$ cat src/rtl/loader_pkg.sv
// rtl/loader_pkg.sv - program_loader states, protocol bytes and byte-lane helper (LOADER_CHECKSUM_EN adds RECV_SUM)
package loader_pkg;

  typedef enum logic [2:0] {
    SEND_SYNC = 3'd0,
    RECV_SIZE = 3'd1,
    RECV_PROG = 3'd2,
    SEND_ACK  = 3'd3,
    DONE      = 3'd4,
    ERROR     = 3'd5
`ifdef LOADER_CHECKSUM_EN
    , RECV_SUM = 3'd6
`endif
  } state_t;

  localparam logic [7:0] SYNC_BYTE = 8'h99;
  localparam logic [7:0] ACK_BYTE  = 8'haa;

  // Drop one byte into a 32-bit word at the given little-endian lane.
  function automatic logic [31:0] place_byte(input logic [31:0] word,
                                             input logic [1:0]  lane,
                                             input logic [7:0]  data);
    logic [31:0] r;
    r = word;
    case (lane)
      2'd0:    r[7:0]   = data;
      2'd1:    r[15:8]  = data;
      2'd2:    r[23:16] = data;
      default: r[31:24] = data;
    endcase
    return r;
  endfunction

endpackage

$ cat src/rtl/byte_to_word.sv
// rtl/byte_to_word.sv - little-endian byte packer producing one instruction-memory write per word
module byte_to_word
  import loader_pkg::*;
#(
  parameter int ADDR_WIDTH = 15
) (
  input  logic                  clock,
  input  logic                  reset,
  input  logic                  byte_valid,
  input  logic [7:0]            byte_data,
  input  logic                  byte_last,
  output logic                  we,
  output logic [ADDR_WIDTH-1:0] addr,
  output logic [31:0]           wdata
);

  logic [31:0]           asm_q;
  logic [1:0]            lane_q;
  logic [ADDR_WIDTH-1:0] next_addr_q;
  logic [31:0]           merged;

  // Current assembly word with the incoming byte placed in its lane.
  always_comb begin
    merged = place_byte(asm_q, lane_q, byte_data);
  end

  // Accumulate bytes; flush on the 4th byte or on the final byte, zero
  // upper lanes being guaranteed because asm_q is cleared after each flush.
  always_ff @(posedge clock or posedge reset) begin
    if (reset) begin
      asm_q       <= '0;
      lane_q      <= '0;
      next_addr_q <= '0;
      we          <= 1'b0;
      addr        <= '0;
      wdata       <= '0;
    end else begin
      we <= 1'b0;
      if (byte_valid) begin
        if (lane_q == 2'd3 || byte_last) begin
          we          <= 1'b1;
          addr        <= next_addr_q;
          wdata       <= merged;
          next_addr_q <= next_addr_q + ADDR_WIDTH'(1);
          asm_q       <= '0;
          lane_q      <= '0;
        end else begin
          asm_q  <= merged;
          lane_q <= lane_q + 2'd1;
        end
      end
    end
  end

endmodule

$ cat src/rtl/program_loader.sv
// rtl/program_loader.sv - UART boot loader FSM: sync, size, program, ack (LOADER_CHECKSUM_EN adds checksum byte)
module program_loader
  import loader_pkg::*;
#(
  parameter int ADDR_WIDTH = 15
) (
  input  logic                  clock,
  input  logic                  reset,
  input  logic                  rx_ready,
  input  logic [7:0]            rdata,
  input  logic                  ferr,
  input  logic                  tx_busy,
  output logic                  tx_start,
  output logic [7:0]            sdata,
  output logic                  imem_we,
  output logic [ADDR_WIDTH-1:0] imem_addr,
  output logic [31:0]           imem_wdata,
  output logic                  boot_done,
  output logic                  load_err
);

  // Largest program that fits the instruction memory, in bytes.
  localparam logic [32:0] MAX_BYTES = 33'd4 << ADDR_WIDTH;

`ifdef LOADER_CHECKSUM_EN
  localparam state_t POST_PROG = RECV_SUM;
`else
  localparam state_t POST_PROG = SEND_ACK;
`endif

  state_t      state_q, state_d;
  logic [31:0] size_q, size_d;
  logic [1:0]  idx_q, idx_d;
  logic [31:0] cnt_q, cnt_d;
  logic        tx_start_d;
  logic [7:0]  sdata_d;
  logic        byte_valid;
  logic        byte_last;
`ifdef LOADER_CHECKSUM_EN
  logic [7:0]  sum_q, sum_d;
`endif

  // Next-state, counter updates and transmit requests.
  always_comb begin
    state_d    = state_q;
    size_d     = size_q;
    idx_d      = idx_q;
    cnt_d      = cnt_q;
    tx_start_d = 1'b0;
    sdata_d    = sdata;
    byte_valid = 1'b0;
    byte_last  = 1'b0;
`ifdef LOADER_CHECKSUM_EN
    sum_d      = sum_q;
`endif
    case (state_q)
      SEND_SYNC: begin
        // tx_start is registered, so also wait out our own pulse cycle.
        if (!tx_busy && !tx_start) begin
          tx_start_d = 1'b1;
          sdata_d    = SYNC_BYTE;
          state_d    = RECV_SIZE;
        end
      end
      RECV_SIZE: begin
        if (rx_ready) begin
          if (ferr) begin
            state_d = ERROR;
          end else begin
            size_d = place_byte(size_q, idx_q, rdata);
            idx_d  = idx_q + 2'd1;
            if (idx_q == 2'd3) begin
              if ({1'b0, size_d} > MAX_BYTES) begin
                state_d = ERROR;
              end else if (size_d == 32'd0) begin
                state_d = POST_PROG;
              end else begin
                state_d = RECV_PROG;
              end
            end
          end
        end
      end
      RECV_PROG: begin
        if (rx_ready) begin
          if (ferr) begin
            state_d = ERROR;
          end else begin
            byte_valid = 1'b1;
            cnt_d      = cnt_q + 32'd1;
            // 33-bit compare so the count can never alias past N.
            byte_last  = (({1'b0, cnt_q} + 33'd1) == {1'b0, size_q});
`ifdef LOADER_CHECKSUM_EN
            sum_d      = sum_q ^ rdata;
`endif
            if (byte_last) begin
              state_d = POST_PROG;
            end
          end
        end
      end
`ifdef LOADER_CHECKSUM_EN
      RECV_SUM: begin
        if (rx_ready) begin
          if (ferr || rdata != sum_q) begin
            state_d = ERROR;
          end else begin
            state_d = SEND_ACK;
          end
        end
      end
`endif
      SEND_ACK: begin
        if (!tx_busy && !tx_start) begin
          tx_start_d = 1'b1;
          sdata_d    = ACK_BYTE;
          state_d    = DONE;
        end
      end
      DONE:    state_d = DONE;
      ERROR:   state_d = ERROR;
      default: state_d = SEND_SYNC;
    endcase
  end

  // State, counters and registered outputs; reset forces a clean restart.
  always_ff @(posedge clock or posedge reset) begin
    if (reset) begin
      state_q   <= SEND_SYNC;
      size_q    <= '0;
      idx_q     <= '0;
      cnt_q     <= '0;
      tx_start  <= 1'b0;
      sdata     <= '0;
      boot_done <= 1'b0;
      load_err  <= 1'b0;
`ifdef LOADER_CHECKSUM_EN
      sum_q     <= '0;
`endif
    end else begin
      state_q   <= state_d;
      size_q    <= size_d;
      idx_q     <= idx_d;
      cnt_q     <= cnt_d;
      tx_start  <= tx_start_d;
      sdata     <= sdata_d;
      boot_done <= (state_d == DONE);
      load_err  <= (state_d == ERROR);
`ifdef LOADER_CHECKSUM_EN
      sum_q     <= sum_d;
`endif
    end
  end

  byte_to_word #(
    .ADDR_WIDTH(ADDR_WIDTH)
  ) u_byte_to_word (
    .clock     (clock),
    .reset     (reset),
    .byte_valid(byte_valid),
    .byte_data (rdata),
    .byte_last (byte_last),
    .we        (imem_we),
    .addr      (imem_addr),
    .wdata     (imem_wdata)
  );

endmodule

$ cat config.mk
export PLATFORM = sky130hd
export DESIGN_NAME = program_loader
export DESIGN_NICKNAME = d
export VERILOG_FILES = /design/src/rtl/loader_pkg.sv /design/src/rtl/byte_to_word.sv /design/src/rtl/program_loader.sv
export SDC_FILE = /design/constraint.sdc
export NUM_CORES = 1
export LEC_CHECK = 0
export ABC_AREA = 0
export BUFFER_PORTS_ARGS = -buffer_cell sky130_fd_sc_hd__buf_4
export CELL_PAD_IN_SITES_DETAIL_PLACEMENT = 0
export CELL_PAD_IN_SITES_GLOBAL_PLACEMENT = 1
export CORE_MARGIN = 5
export CORE_UTILIZATION = 48
export CTS_CLUSTER_DIAMETER = 200
export DETAILED_ROUTE_END_ITERATION = 16
export PLACE_DENSITY = 0.84
export REMOVE_ABC_BUFFERS = 1
export SYNTH_ARGS = -nofsm -noshare
export SYNTH_HDL_FRONTEND = slang
export SYNTH_SLANG_ARGS = --single-unit
$ cat constraint.sdc
create_clock -name clock -period 7.25 [get_ports clock]
set_input_delay 1.0875 -clock clock [delete_from_list [all_inputs] [get_ports clock]]
set_output_delay 1.0875 -clock clock [all_outputs]
set_load 0.05 [all_outputs]
== Yosys cells after proc, flatten, opt, wreduce, memory -nomap -nowiden ==
Index checks and enable logic that the tools add are counted.
Word-level totals
  output and inout bits: 59
  register bits: 177
  bits in read-only memories: 0
  RAM bits: 0
  bits in latches: 0
  input bits: 13
  memories kept: 0
Operators by class
  reduce and logical (&&, ||, !) cells: 16
  order comparisons: 1
  muxes and demuxes: 46
  add/sub/neg operators: 5
  div/mod/pow operators: 0
  shift-type cells: 0
  bitwise logic cells: 1
  equality and inequality tests: 16
  multiply operators: 0
Operators with widths (number)
  8-bit two-way mux: 22
  32-bit by 1-bit adder with 33-bit output, second input constant: 1
  33-bit by 32-bit equality test with 1-bit output: 1
  32-bit by 1-bit adder with 32-bit output, second input constant: 1
  32-bit by 18-bit greater-than comparator with 1-bit output, second input constant: 1
  32-bit logical NOT: 1
  32-bit two-way mux: 1
  3-bit two-way mux: 9
  3-bit one-hot mux with 6 select lines: 1
  8-bit one-hot mux with 2 select lines: 1
  15-bit by 1-bit adder with 15-bit output, second input constant: 1
  3-bit equality test, second input constant: 4
  1-bit two-way mux: 11
  3-bit AND reduction: 3
  2-bit equality test, second input constant: 4
  3-bit by 2-bit equality test with 1-bit output, second input constant: 2
  3-bit OR reduction: 2
  2-bit by 1-bit adder with 2-bit output, second input constant: 2
  2-bit by 1-bit equality test with 1-bit output, second input constant: 2
  2-bit logical NOT: 2
  2-bit inequality test, second input constant: 2
  3-bit by 1-bit equality test with 1-bit output, second input constant: 1
  3-bit logical NOT: 1
  1-bit logical NOT: 2
  other kinds (7): 7

== Depth between registers and ports, before layout ==
  depth after elaboration: 14
  gate-level depth with buffers: 13
  mapped depth without buffers: 10

== Cells and area by module ==
A second synthesis with hierarchy kept.
Unflattened totals
  cells, all modules: 821
  area total of the unflattened synthesis: 8718.4 um^2
Modules (own cells, without submodules)
  program_loader: instances 1, cells an instance 469, area an instance 4665.7 um^2
  byte_to_word: instances 1, cells an instance 352, area an instance 4052.6 um^2

== Worst setup path after synthesis ==
OpenSTA, ideal clock, no wires.
  kind: register to register
  start: register cnt_q[0]
  end: register u_byte_to_word.asm_q[10]
  stages on the path, launching flop included: 13
  setup slack: 3.757 ns
  arrival: 3.372 ns
  data required time: 7.128 ns
  library setup time: 0.122 ns
  path buffers: 2
  path through: dfrtp_1 ha_1 nand3_4 or4_4 a2111oi_2 o22ai_1 or4_4 nor4_4 or2_1 buf_4 nor2_2 buf_4 a32o_1
On the way
  longest elaborated chain between the ends: 7
RTL lines
  start: declaration: line program_loader.sv:34  | logic [31:0] cnt_q, cnt_d;
  start signal: assignment: line program_loader.sv:144  | cnt_q <= cnt_d;
  32-bit by 1-bit adder with 33-bit output: line program_loader.sv:92  | byte_last = (({1'b0, cnt_q} + 33'd1) == {1'b0, size_q});
  33-bit by 32-bit equality test with 1-bit output: line program_loader.sv:92
  1-bit two-way mux: line program_loader.sv:86  | if (ferr) begin
  1-bit two-way mux: line program_loader.sv:85  | if (rx_ready) begin
  1-bit two-way mux: line program_loader.sv:56  | case (state_q)
  1-bit logical OR: line byte_to_word.sv:40  | if (lane_q == 2'd3 || byte_last) begin
  32-bit two-way mux: line byte_to_word.sv:40
  end signal: assignment: line byte_to_word.sv:48  | asm_q <= merged;
  end: declaration: line byte_to_word.sv:17  | logic [31:0] asm_q;
No other way between the ends.
A chain may end at the register's enable or synchronous reset.

== Worst setup path after layout ==
  start: register cnt_q[6]
  end: register u_byte_to_word.asm_q[24]
Same word-level chain as after synthesis.

==> metrics <==
status completed; WL final 19,900 um; startpoint types register; Final HPWL DP 13,900 um; GRT overflow 0; Leakage 0.00447 uW; vias in the first global route 6,182; Mean Syn Cell Area between 10 and 15 sq um; Async SR Flop Fraction 100%; met1 Usage GRT a little under a third; Filler cells 1,576; dpl cell area between 0.009 and 0.01 sq mm; total core area about 0.018 sq mm; Vias per Instance 5.70; FF+latch count, synth 172; Row Count 49; total of max-cap violations 0; Min Hold Slack ~0.47 ns; Mapped Cells 813; CP arrival between 4 and 5 ns; WP data required about 7.6 ns; clk_lat worst skew 0.43 ns; Ant. Diodes 0; max_slew headroom 28.6%; CTS H-Tree Depth 4; gp weighted congestion 0.894; total power 2320 uW; Worst-path clk slew 0.07 ns; Post-synth EDFFs 0; post-synthesis sequential area ratio a little under 50%; GRT Overall Usage 20.1%; post-route cell area between 0.009 and 0.01 sq mm; worst vdd ir 0.198 mV; worst hold path class reg -> reg; Final Non-Filler Cells 1,095; hold violation total from the final report 0; die area 0.0209 sq mm; Cell variety after synth 63; drt first pass iters 5; die extent in x 145 um; nets 878; Initial Utilization between 40% and 50%; Setup Buffers After CTS 0; ys flop type dfrtp_1; Synth area leader dfrtp_1; final period utilization 62.4%; crit end category register; CTS Hold Bufs 0; Synth top cells by count 172 x dfrtp_1, 83 x nand2_1, 51 x o21ai_0; Detail Route Antenna Nets 0; area fraction of the dominant cell type after synthesis 49.5%; clock buffer count from CTS 17; clk sink count 172; Max Fclk 221 MHz; RSZ-0062 raised after global routing no; FF-to-FF setup slack between 2 and 3 ns; Die Y-Extent 145 um; initial antenna violation count 0; synth top area cells dfrtp_1 50%, mux2_2 5.8%, xnor2_1 4.7%; most frequent cell after synthesis dfrtp_1; clk root buf clkbuf_16; Max Root-Sink Buffers 2; met3 GRT Util about 3.5%; crit path kind reg -> reg; Mapped Area about 0.0087 sq mm; Max FO, Critical Path 23; starting DRC count in detailed routing 476; Slew Viols, Final 0; slew of the pin with the lowest slew margin 1.07 ns; clk_skew around 0.015 ns; pwr/cell area around 240 mW/mm^2; # resized after CTS 0; layout cells sized above 1 20.2%; placed insts ~1,100; met2 usage between 20% and 30%; Top Ports 72; Area Growth Syn to Fin 13.5%; # setup viols final 0; DRC violations left 0; maximum number of pins on one net before global-route repair 71; Ys Warns 0; setup TNS 0 ns; vias post-DR 6,244; first-pass GRT wire length 33,100 um; min Tclk post-route ~4.5 ns; WL/cell between 15 and 20 um; most used routing layer met1; CTS tree built; I/O Buffers 69
-- final cells by class --
| cell class | count | area, sq um | area share [%] |
|---|---|---|---|
| sequential | 172 | 4300 | 43.7 |
| multi-input combinational | 567 | 4060 | 41.1 |
| clock inverter | 14 | 131 | 1.33 |
| clock buffer | 18 | 439 | 4.45 |
| timing repair buffer | 75 | 563 | 5.71 |
| inverter | 20 | 80.1 | 0.812 |
| tap | 229 | 287 | 2.91 |
-- cells in the final DEF (no fill, tap or decap), drive strengths merged, types with 4 or more instances in the layout --
cell type  count
ha            12
or3            6
and3           7
dfrtp        172
nand4         15
inv           26
nor2          39
nand2b         6
or4            6
mux2          45
xor2          35
nand2         83
mux2i         35
clkbuf        18
buf           75
nand3         27
nor2b          6
a32o          32
o21ai         56
xnor2         47
clkinvlp       4
a21oi         15
clkinv         4
nor4          22
o2111ai        4
or2            5
nor3          22
-- routing by layer --
metal / part of all wire (%) / up-vias
met2: 45 / 159
li1: - / 2989
met5: 0 / -
met3: 5.1 / 23
met4: 1.5 / 0
met1: 48 / 3073
-- worst max-delay path, stage by stage (launching register included) --
cell       delay [ns]
dfrtp_1          0.46
nand3_1          0.37
or4_1            0.80
o21ai_0          0.43
o2111ai_1        0.24
or4_4            0.49
nor4_4           0.45
or2_1            0.39
nor2_2           0.18
buf_4            0.30
a32o_1           0.29
-- registers in the layout (all words and copies together) (netlist names), 2 cells and up --
name / flops
u_byte_to_word.addr: 15
size_q: 32
sdata: 3
state_q: 3
u_byte_to_word.lane_q: 2
u_byte_to_word.next_addr_q: 15
u_byte_to_word.wdata: 32
cnt_q: 32
u_byte_to_word.asm_q: 32
idx_q: 2
-- report_power, final --
part | switching, uW | internal [uW]
Combinational | 218 | 153
Clock | 420 | 461
Sequential | 58.8 | 1010
Total | 697 | 1620
-- cell families (layout without fill, tap and decap cells) --
kind of cell / after synthesis / after routing / synth area share, %
flip-flops: 172 / 172 / 49.5
multiplexers: 80 / 80 / 9.86
adder cells (fa/ha/maj): 12 / 12 / 1.73
AO/OA/AOI/OAI: 138 / 138 / 11.4
other: 1 / 2 / 0.0432
buffers and inverters: 75 / 127 / 3.93
AND/OR/NAND/NOR: 253 / 253 / 15.3
XOR/XNOR: 82 / 82 / 8.26
-- path summary, 6_finish.rpt --
kind | start | endpoint | cells past startpoint
worst min-delay path | u_byte_to_word.next_addr_q[14]$_DFFE_PP0P_ | u_byte_to_word.next_addr_q[14]$_DFFE_PP0P_ | 1
max in group asynchronous | reset | cnt_q[12]$_DFFE_PP0P_ | 3
worst max-delay path | cnt_q[6]$_DFFE_PP0P_ | u_byte_to_word.asm_q[24]$_DFFE_PP0P_ | 10
min in group asynchronous | reset | u_byte_to_word.addr[6]$_DFFE_PP0P_ | 2
worst min register to register | u_byte_to_word.next_addr_q[14]$_DFFE_PP0P_ | u_byte_to_word.next_addr_q[14]$_DFFE_PP0P_ | 1
worst max register to register | cnt_q[6]$_DFFE_PP0P_ | u_byte_to_word.asm_q[24]$_DFFE_PP0P_ | 10
-- stage by stage --
step                setup WS (ns)  utilization [%]
floorplan                    1.50                -
global placement             2.86             51.9
detailed placement           2.77             51.9
CTS                          2.72             55.1
global route                 2.39             55.1
finish                       2.72             55.1
(Power assumes the default switching activity.)
